### src/rtl/axi_resp_generator.sv
// AXI slave response generator: answers writes with B and reads with
// address-pattern data, counting completed bursts and write errors.

package axi_resp_generator_pkg;

    localparam int unsigned ID_W   = 8;
    localparam int unsigned ADDR_W = 64;
    localparam int unsigned DATA_W = 64;
    localparam int unsigned USER_W = 2;

    typedef struct packed {
        logic [ID_W-1:0]   id;
        logic [ADDR_W-1:0] addr;
        logic [7:0]        len;
        logic [2:0]        size;
        logic [1:0]        burst;
        logic [USER_W-1:0] user;
    } ax_chan_t;

    typedef struct packed {
        logic [DATA_W-1:0]   data;
        logic [DATA_W/8-1:0] strb;
        logic                last;
        logic [USER_W-1:0]   user;
    } w_chan_t;

    typedef struct packed {
        logic [ID_W-1:0]   id;
        logic [1:0]        resp;
        logic [USER_W-1:0] user;
    } b_chan_t;

    typedef struct packed {
        logic [ID_W-1:0]   id;
        logic [DATA_W-1:0] data;
        logic [1:0]        resp;
        logic              last;
        logic [USER_W-1:0] user;
    } r_chan_t;

    typedef struct packed {
        ax_chan_t aw;
        logic     aw_valid;
        w_chan_t  w;
        logic     w_valid;
        logic     b_ready;
        ax_chan_t ar;
        logic     ar_valid;
        logic     r_ready;
    } axi_req_t;

    typedef struct packed {
        logic    aw_ready;
        logic    w_ready;
        b_chan_t b;
        logic    b_valid;
        logic    ar_ready;
        r_chan_t r;
        logic    r_valid;
    } axi_rsp_t;

endpackage

module axi_resp_generator #(
    parameter int unsigned DATA_WIDTH = 64,
    parameter int unsigned ADDR_WIDTH = 64,
    parameter int unsigned ID_WIDTH   = 8,
    parameter int unsigned USER_WIDTH = 2,
    parameter type axi_req_t = axi_resp_generator_pkg::axi_req_t,
    parameter type axi_rsp_t = axi_resp_generator_pkg::axi_rsp_t
) (
    input  logic        clk_i,
    input  logic        rst_ni,
    input  axi_req_t    slv_req_i,
    output axi_rsp_t    slv_rsp_o,
    output logic [31:0] wr_cnt_o,
    output logic [31:0] rd_cnt_o,
    output logic [15:0] err_cnt_o
);

    localparam int unsigned BEAT_BYTES = DATA_WIDTH / 8;

    typedef enum logic [1:0] {W_IDLE, W_DATA, W_RESP} w_state_e;
    typedef enum logic       {R_IDLE, R_DATA}         r_state_e;

    w_state_e w_state_q, w_state_d;
    r_state_e r_state_q, r_state_d;
    logic     en_q;

    logic [ID_WIDTH-1:0]   w_id_q, r_id_q;
    logic [7:0]            w_len_q, w_beat_q, r_len_q, r_beat_q;
    logic                  w_err_q;
    logic [ADDR_WIDTH-1:0] r_addr_q;
    logic [ADDR_WIDTH-1:0] r_addr_c;

    logic aw_hs, w_hs, b_hs, ar_hs, r_hs;
    logic w_last_beat, r_last_beat, w_mismatch;
    logic unused_req;

    // Fields the responder does not interpret (addr/size/burst/user/data/strb)
    assign unused_req = ^slv_req_i;

    // Handshake and beat-position decode
    assign aw_hs       = slv_req_i.aw_valid && (w_state_q == W_IDLE) && en_q;
    assign w_hs        = slv_req_i.w_valid  && (w_state_q == W_DATA);
    assign b_hs        = slv_req_i.b_ready  && (w_state_q == W_RESP);
    assign ar_hs       = slv_req_i.ar_valid && (r_state_q == R_IDLE) && en_q;
    assign r_hs        = slv_req_i.r_ready  && (r_state_q == R_DATA);
    assign w_last_beat = (w_beat_q == w_len_q);
    assign r_last_beat = (r_beat_q == r_len_q);
    assign w_mismatch  = (slv_req_i.w.last != w_last_beat);
    assign r_addr_c    = r_addr_q + ADDR_WIDTH'(r_beat_q) * ADDR_WIDTH'(BEAT_BYTES);

    // State registers and post-reset enable
    always_ff @(posedge clk_i or negedge rst_ni) begin
        if (!rst_ni) begin
            w_state_q <= W_IDLE;
            r_state_q <= R_IDLE;
            en_q      <= 1'b0;
        end else begin
            w_state_q <= w_state_d;
            r_state_q <= r_state_d;
            en_q      <= 1'b1;
        end
    end

    // Next-state logic; w.last never steers the write FSM, only the beat count
    always_comb begin
        w_state_d = w_state_q;
        r_state_d = r_state_q;
        case (w_state_q)
            W_IDLE:  if (aw_hs)                w_state_d = W_DATA;
            W_DATA:  if (w_hs && w_last_beat)  w_state_d = W_RESP;
            W_RESP:  if (b_hs)                 w_state_d = W_IDLE;
            default:                           w_state_d = W_IDLE;
        endcase
        case (r_state_q)
            R_IDLE:  if (ar_hs)                r_state_d = R_DATA;
            R_DATA:  if (r_hs && r_last_beat)  r_state_d = R_IDLE;
            default:                           r_state_d = R_IDLE;
        endcase
    end

    // Write burst capture, beat count, sticky last-mismatch flag, counters
    always_ff @(posedge clk_i or negedge rst_ni) begin
        if (!rst_ni) begin
            w_id_q    <= '0;
            w_len_q   <= '0;
            w_beat_q  <= '0;
            w_err_q   <= 1'b0;
            wr_cnt_o  <= '0;
            err_cnt_o <= '0;
        end else begin
            if (aw_hs) begin
                w_id_q   <= ID_WIDTH'(slv_req_i.aw.id);
                w_len_q  <= slv_req_i.aw.len;
                w_beat_q <= '0;
                w_err_q  <= 1'b0;
            end
            if (w_hs) begin
                w_beat_q <= w_beat_q + 8'd1;
                if (w_mismatch) w_err_q <= 1'b1;
            end
            if (b_hs) begin
                wr_cnt_o <= wr_cnt_o + 32'd1;
                if (w_err_q) err_cnt_o <= err_cnt_o + 16'd1;
            end
        end
    end

    // Read burst capture, beat advance on handshake, completion counter
    always_ff @(posedge clk_i or negedge rst_ni) begin
        if (!rst_ni) begin
            r_id_q   <= '0;
            r_len_q  <= '0;
            r_beat_q <= '0;
            r_addr_q <= '0;
            rd_cnt_o <= '0;
        end else begin
            if (ar_hs) begin
                r_id_q   <= ID_WIDTH'(slv_req_i.ar.id);
                r_len_q  <= slv_req_i.ar.len;
                r_addr_q <= ADDR_WIDTH'(slv_req_i.ar.addr);
                r_beat_q <= '0;
            end
            if (r_hs) begin
                if (r_last_beat) rd_cnt_o <= rd_cnt_o + 32'd1;
                else             r_beat_q <= r_beat_q + 8'd1;
            end
        end
    end

    // Response channel decode from registered state only
    always_comb begin
        slv_rsp_o          = '0;
        slv_rsp_o.aw_ready = (w_state_q == W_IDLE) && en_q;
        slv_rsp_o.w_ready  = (w_state_q == W_DATA);
        slv_rsp_o.b_valid  = (w_state_q == W_RESP);
        slv_rsp_o.b.id     = w_id_q;
        slv_rsp_o.b.resp   = w_err_q ? 2'b10 : 2'b00;
        slv_rsp_o.b.user   = USER_WIDTH'(0);
        slv_rsp_o.ar_ready = (r_state_q == R_IDLE) && en_q;
        slv_rsp_o.r_valid  = (r_state_q == R_DATA);
        slv_rsp_o.r.id     = r_id_q;
        slv_rsp_o.r.data   = DATA_WIDTH'(r_addr_c);
        slv_rsp_o.r.resp   = 2'b00;
        slv_rsp_o.r.last   = r_last_beat;
        slv_rsp_o.r.user   = USER_WIDTH'(0);
    end

endmodule

### config.mk
export PLATFORM = sky130hd
export DESIGN_NAME = axi_resp_generator
export DESIGN_NICKNAME = d
export VERILOG_FILES = /design/src/rtl/axi_resp_generator.sv
export SDC_FILE = /design/constraint.sdc
export NUM_CORES = 1
export LEC_CHECK = 0
export CORE_AREA = 2 2 168 170
export DETAILED_ROUTE_END_ITERATION = 16
export DIE_AREA = 0 0 170 172
export GPL_TIMING_DRIVEN = 0
export PLACE_DENSITY = 0.8
export SLEW_MARGIN = 20
export SYNTH_ARGS = -nofsm -noshare
export SYNTH_HDL_FRONTEND = slang
export SYNTH_SLANG_ARGS = --single-unit
export TNS_END_PERCENT = 20
### constraint.sdc
create_clock -name clk_i -period 2.4 [get_ports clk_i]
set_clock_uncertainty 0.15 [all_clocks]
set_input_delay 0.24 -clock clk_i [delete_from_list [all_inputs] [get_ports clk_i]]
set_output_delay 0.24 -clock clk_i [all_outputs]
set_load 0.1 [all_outputs]
# Word-level counts from Yosys, hierarchy flattened
# Index checks and enable logic that the tools add are counted.
[word_totals]
regBits = 197
in_bits = 256
output_inout_bits = 174
[op_classes]
bitwise = 1
addsub = 6
reduce_logical = 16
n_eq_ne = 8
muxes = 16
[ops]
columns = ["op", "n"]
rows = [
  ["$add A32 B1 Y32 const B", 2],
  ["$add A64 B11 Y64", 1],
  ["$mux W8", 5],
  ["$add A16 B1 Y16 const B", 1],
  ["$add A8 B1 Y8 const B", 2],
  ["$eq A8 B8 Y1", 2],
  ["$logic_and A1 B1 Y1", 11],
  ["$mux W2", 4],
  ["$pmux W2 S3", 1],
  ["$mux W1", 5],
  ["$ne A2 B1 Y1 const B", 2],
  ["$reduce_and A2 Y1", 2],
  ["$reduce_and A3 Y1", 1],
  ["$eq A2 B1 Y1 const B", 1],
  ["$eq A2 B2 Y1 const B", 1],
  ["$logic_not A2 Y1", 1],
  ["$ne A2 B2 Y1 const B", 1],
  ["$pmux W1 S2", 1],
  ["$reduce_bool A2 Y1", 1],
  ["$ne A1 B1 Y1", 1],
  ["$not A1 Y1", 1],
]

# Logic depth before layout (Yosys ltp)
[logic_depth]
depth_word = 6
ltp_mapped = 8
ltp_nobuf = 7

# Worst setup path before layout
# No wires, ideal clock.
[synth_timing]
path_type = "register to register"
startpoint = "register w_state_q[1]"
endpoint = "register w_id_q[3]"
required_time_ns = 2.125
arrival_ns = 3.810
period_less_slack_ns = 4.086
stages_incl_launch_ff = 6
slack_ns = -1.686
setup_time_ns = 0.125
cell_sequence = "dfrtp_1 nor3b_1 and2_1 clkbuf_1 buf_1 mux2_2"
[synth_via]
elab_chain_len = 3
[synth_rtl]
columns = ["item", "line", "source"]
rows = [
  ["from (decl)", "86", "w_state_e w_state_q, w_state_d;"],
  ["from (signal assigned)", "121", "w_state_q <= w_state_d;"],
  ["$logic_not A2 Y1", "104", "assign aw_hs = slv_req_i.aw_valid && (w_state_q == W_IDLE) && en_q;"],
  ["$logic_and A1 B1 Y1 (2 in series)", "104", ""],
  ["to (signal assigned)", "155", "w_id_q <= ID_WIDTH'(slv_req_i.aw.id);"],
  ["to (decl)", "90", "logic [ID_WIDTH-1:0] w_id_q, r_id_q;"],
]
# No other way between the ends.
# A chain may end at the register's enable or synchronous reset.

==> summary.md <==
| Metric | Value |
|---|---|
| Status | `finished, violations left` |
| Failing checks | `setup timing` |
| Initial antenna violation count | `3` |
| Met1 Use GR | `between 20% and 30%` |
| Mux share of post-synthesis cell area | `between 10% and 20%` |
| GR Util All Layers | `a little over 20%` |
| Placed cell count | `1511` |
| Worst Path Required | `2.01 ns` |
| Die area | `between 20000 and 30000 um2` |
| Final GP Congestion | `0.8321` |
| Critical path's slowest cell | `dfrtp_2` |
| Slew Viols, Final | `0` |
| Antenna viol nets, final | `0` |
| Most common cell after layout, fill and taps aside | `dfrtp_1` |
| Final nets | `1501` |
| Reg2reg setup slack | `0.05 ns` |
| DRC violations left | `0` |
| Number of global-route vias before repair | `between 8000 and 9000` |
| Post-synth EDFFs | `0` |
| Grt met3 use | `6.043%` |
| H-Tree Depth | `4` |
| Max stage delay on crit path | `~0.45 ns` |
| Final hold vios | `0` |
| Worst r2r path cells | `7` |
| FF-to-FF Start | `r_beat_q[5]$_DFF_PN0_` |
| CP Cell Sequence | `ha_4 > fa_2 > a211oi_2 > o211ai_1 > buf_4 > nand4_1 > buf_6 > nand2b_4 > xnor2_4 > buf_12` |
| Largest cells by area after synthesis | `dfrtp_1, mux2_2, xnor2_1` |
| Clock Pin Slew Worst Setup and Hold Paths | `about 0.080 ns` |
| Yosys top cell area share | `between 40% and 50%` |
| Top_reg_cell synth | `dfrtp_1` |
| Lkg Pwr | `around 7.4 nW` |
| Crit Path Max Fanout | `4` |
| Hold slack | `between 0.15 and 0.2 ns` |
| Crit path capture type | `output port` |
| Largest family of logic cells by synthesized area | `simple AND/OR/NAND/NOR gates` |
| Synth Area in Simple Gates | `17.63%` |
| Most frequent cells in the layout | `dfrtp_1, clkdlybuf4s50_1, mux2_2` |
| Sequential area share after synthesis | `around half` |
| Synth Area in Compound Gates | `~2.4%` |
| Flops & latches, synth | `between 150 and 200` |
| Share of cells above drive strength 1 | `between 30% and 40%` |
| Clock sinks | `a little under 200` |
| P per Cell Area | `1398 nW/um2` |
| Synthesized instance count | `about 900` |
| Largest net degree at the start of global routing | `80` |
| Core Util, Final | `59.39%` |
| CTS buffer count | `17` |
| Final setup fails | `59` |
| Die X | `170 um` |
| DP HPWL | `20440 um` |
| Row cnt | `61` |
| Hold/Removal Path Class | `in -> async` |
| Max Clock Freq | `~300 MHz` |
| Synth area leader | `dfrtp_1` |
| Die height | `between 150 and 200 um` |
| Routed WL | `roughly 30000 um` |
| First-pass GRT wire length | `46110 um` |
| Worst Tran Pin Value | `1.067 ns` |
| WS Path Type | `reg -> out` |
| CP arrival | `between 2 and 3 ns` |
| Root Driver | `clkbuf_16` |
| Peak supply drop | `921.7 uV` |
| Grt met2 use | `34.07%` |
| Final Cycle Share | `139.5%` |
| CTS tree | `done` |
| Clk_lat worst skew | `0.43 ns` |
| Io pins | `between 400 and 500` |
| MaxCap Viol Count | `0` |
| Post-Synth Adder-Cell Area | `between 1.5 and 2%` |
| Distinct cells, synth | `50` |
| RR Endpoint | `rd_cnt_o[19]$_DFFE_PN0P_` |
| Synth Area in XOR/XNOR | `13.58%` |
| Syn Area/Cell | `between 10 and 15 um2` |
| Drt first pass iters | `5` |
| Mapped Area | `9930 um2` |
| Async SR Flop Fraction | `100.0%` |
| Fillcell total | `about 2100` |
| Gr busiest metal | `met2` |
| Max clock buf depth | `2` |
| Initial Util | `a little over a third` |
| DR vias | `between 8000 and 9000` |
| Fin cells | `between 1500 and 2000` |
| Final setup margin | `-0.9482 ns` |
| Vias per cell | `around 5.1` |
| Post-route minimum period | `roughly 3.3 ns` |
| GRT overflow | `0` |
| Wirelength per Cell | `about 19 um` |
| Relative slew slack | `28.67%` |
| Core ar. | `between 20000 and 30000 um2` |
| Iteration-0 DRC count of the detailed router | `361` |
| RSZ-0062 raised after global routing | `yes` |
| Synth-to-layout area growth | `64.34%` |
| Number of buffers added on ports | `270` |
| Critical Path Start Type | `register` |
| YS warnings | `0` |
[Yosys cell counts (all sizes together) (2+ instances only)]
master,number
xor2,75
nand3b,4
nor3,37
a21o,3
mux2i,7
nand2b,4
nor4,18
mux2,98
and3,15
nand3,48
or2,5
and4,7
and2,9
a31oi,3
o21ai,14
ha,13
o211ai,5
dfrtp,197
nand2,63
xnor2,79
nor2b,3
clkbuf,7
conb,2
buf,29
nor2,42
a21oi,8
inv,27
nor3b,2
nand4,52
a211oi,2
[sequential cells by signal (all words and copies together) (netlist names), 16 cells and up]
register	count
wr_cnt_o	32
err_cnt_o	16
rd_cnt_o	32
r_addr_q	64
[power breakdown]
| part | switching, mW | internal [mW] |
|---|---|---|
| Sequential | 1.40 | 4.27 |
| Combinational | 9.02 | 5.09 |
| Clock | 1.43 | 1.59 |
| Total | 11.9 | 11.0 |
[worst max path at each step]
stage	from	to	slack (ns)	cells past startpoint
floorplan	r_beat_q[0]$_DFF_PN0_	slv_rsp_o[67]	-0.53	8
CTS	r_beat_q[0]$_DFF_PN0_	slv_rsp_o[59]	-0.81	10
global placement	rst_ni	wr_cnt_o[14]$_DFFE_PN0P_	-7.49	1
detailed placement	r_beat_q[0]$_DFF_PN0_	slv_rsp_o[69]	-1.79	9
finish	r_beat_q[0]$_DFF_PN0_	slv_rsp_o[47]	-0.95	10
global route	r_beat_q[0]$_DFF_PN0_	slv_rsp_o[47]	-1.08	10
[cell families (layout without fill, tap and decap cells)]
kind of cell,count (synthesis),after routing
xor gates and xnor gates,154,154
DFF,197,197
and+or+nand+nor,313,313
adders and majority gates,14,14
muxes,105,105
other,2,10
buffers and inverters,63,413
AOI/OAI and AO/OA,39,39
[layer usage]
| metal | share of wire, % | vias up |
|---|---|---|
| met5 | 0.043 | - |
| met4 | 2.7 | 2 |
| met3 | 7.2 | 51 |
| met2 | 50 | 288 |
| met1 | 40 | 4033 |
| li1 | - | 3760 |
[layout make-up]
| cell class | instances | area (um2) | share of cell area [%] |
|---|---|---|---|
| multi-input combinational | 633 | 6274 | 38.44 |
| sequential | 197 | 4950 | 30.33 |
| antenna | 2 | 5.005 | 0.03067 |
| buffer | 35 | 265.3 | 1.626 |
| tap | 346 | 432.9 | 2.653 |
| clock inverter | 14 | 190.2 | 1.165 |
| inverter | 27 | 101.3 | 0.6211 |
| clock buffer | 17 | 425.4 | 2.607 |
| timing repair buffer | 320 | 3675 | 22.52 |
[critical path: cells and delay by family (launching register included)]
family                   cells  cell delay, ns
flip-flops                   1            0.45
AO/OA/AOI/OAI                2            0.50
adder cells (fa/ha/maj)      2            0.59
buffers and inverters        3            0.56
AND/OR/NAND/NOR              2            0.29
XOR/XNOR                     1            0.14
[through the flow]
| step | setup TNS [ns] | setup slack (ns) | power (mW) | cell area [um2] |
|---|---|---|---|---|
| after global placement | -1552.54 | -7.494 | 17.33 | 14190 |
| after detailed placement | -83.86 | -1.790 | 17.53 | 14250 |
| after floorplan | -26.50 | -0.5345 | 14.89 | 11050 |
| after global routing | -51.03 | -1.083 | 23.63 | 16320 |
| final | -42.03 | -0.9482 | 22.81 | 16320 |
| after CTS | -35.93 | -0.8054 | 22.32 | 16050 |
[repair_timing]
item                                    in CTS  in global routing
endpoints found under the setup margin     155                100
cloned                                       3                  0
resized for setup                          698                 37
buffers inserted                            30                 14
hold buffers                                 1                  0
hold endpoints to repair                   120                  0
pin swaps                                   38                 26
Power figures use the tool's default switching activity.
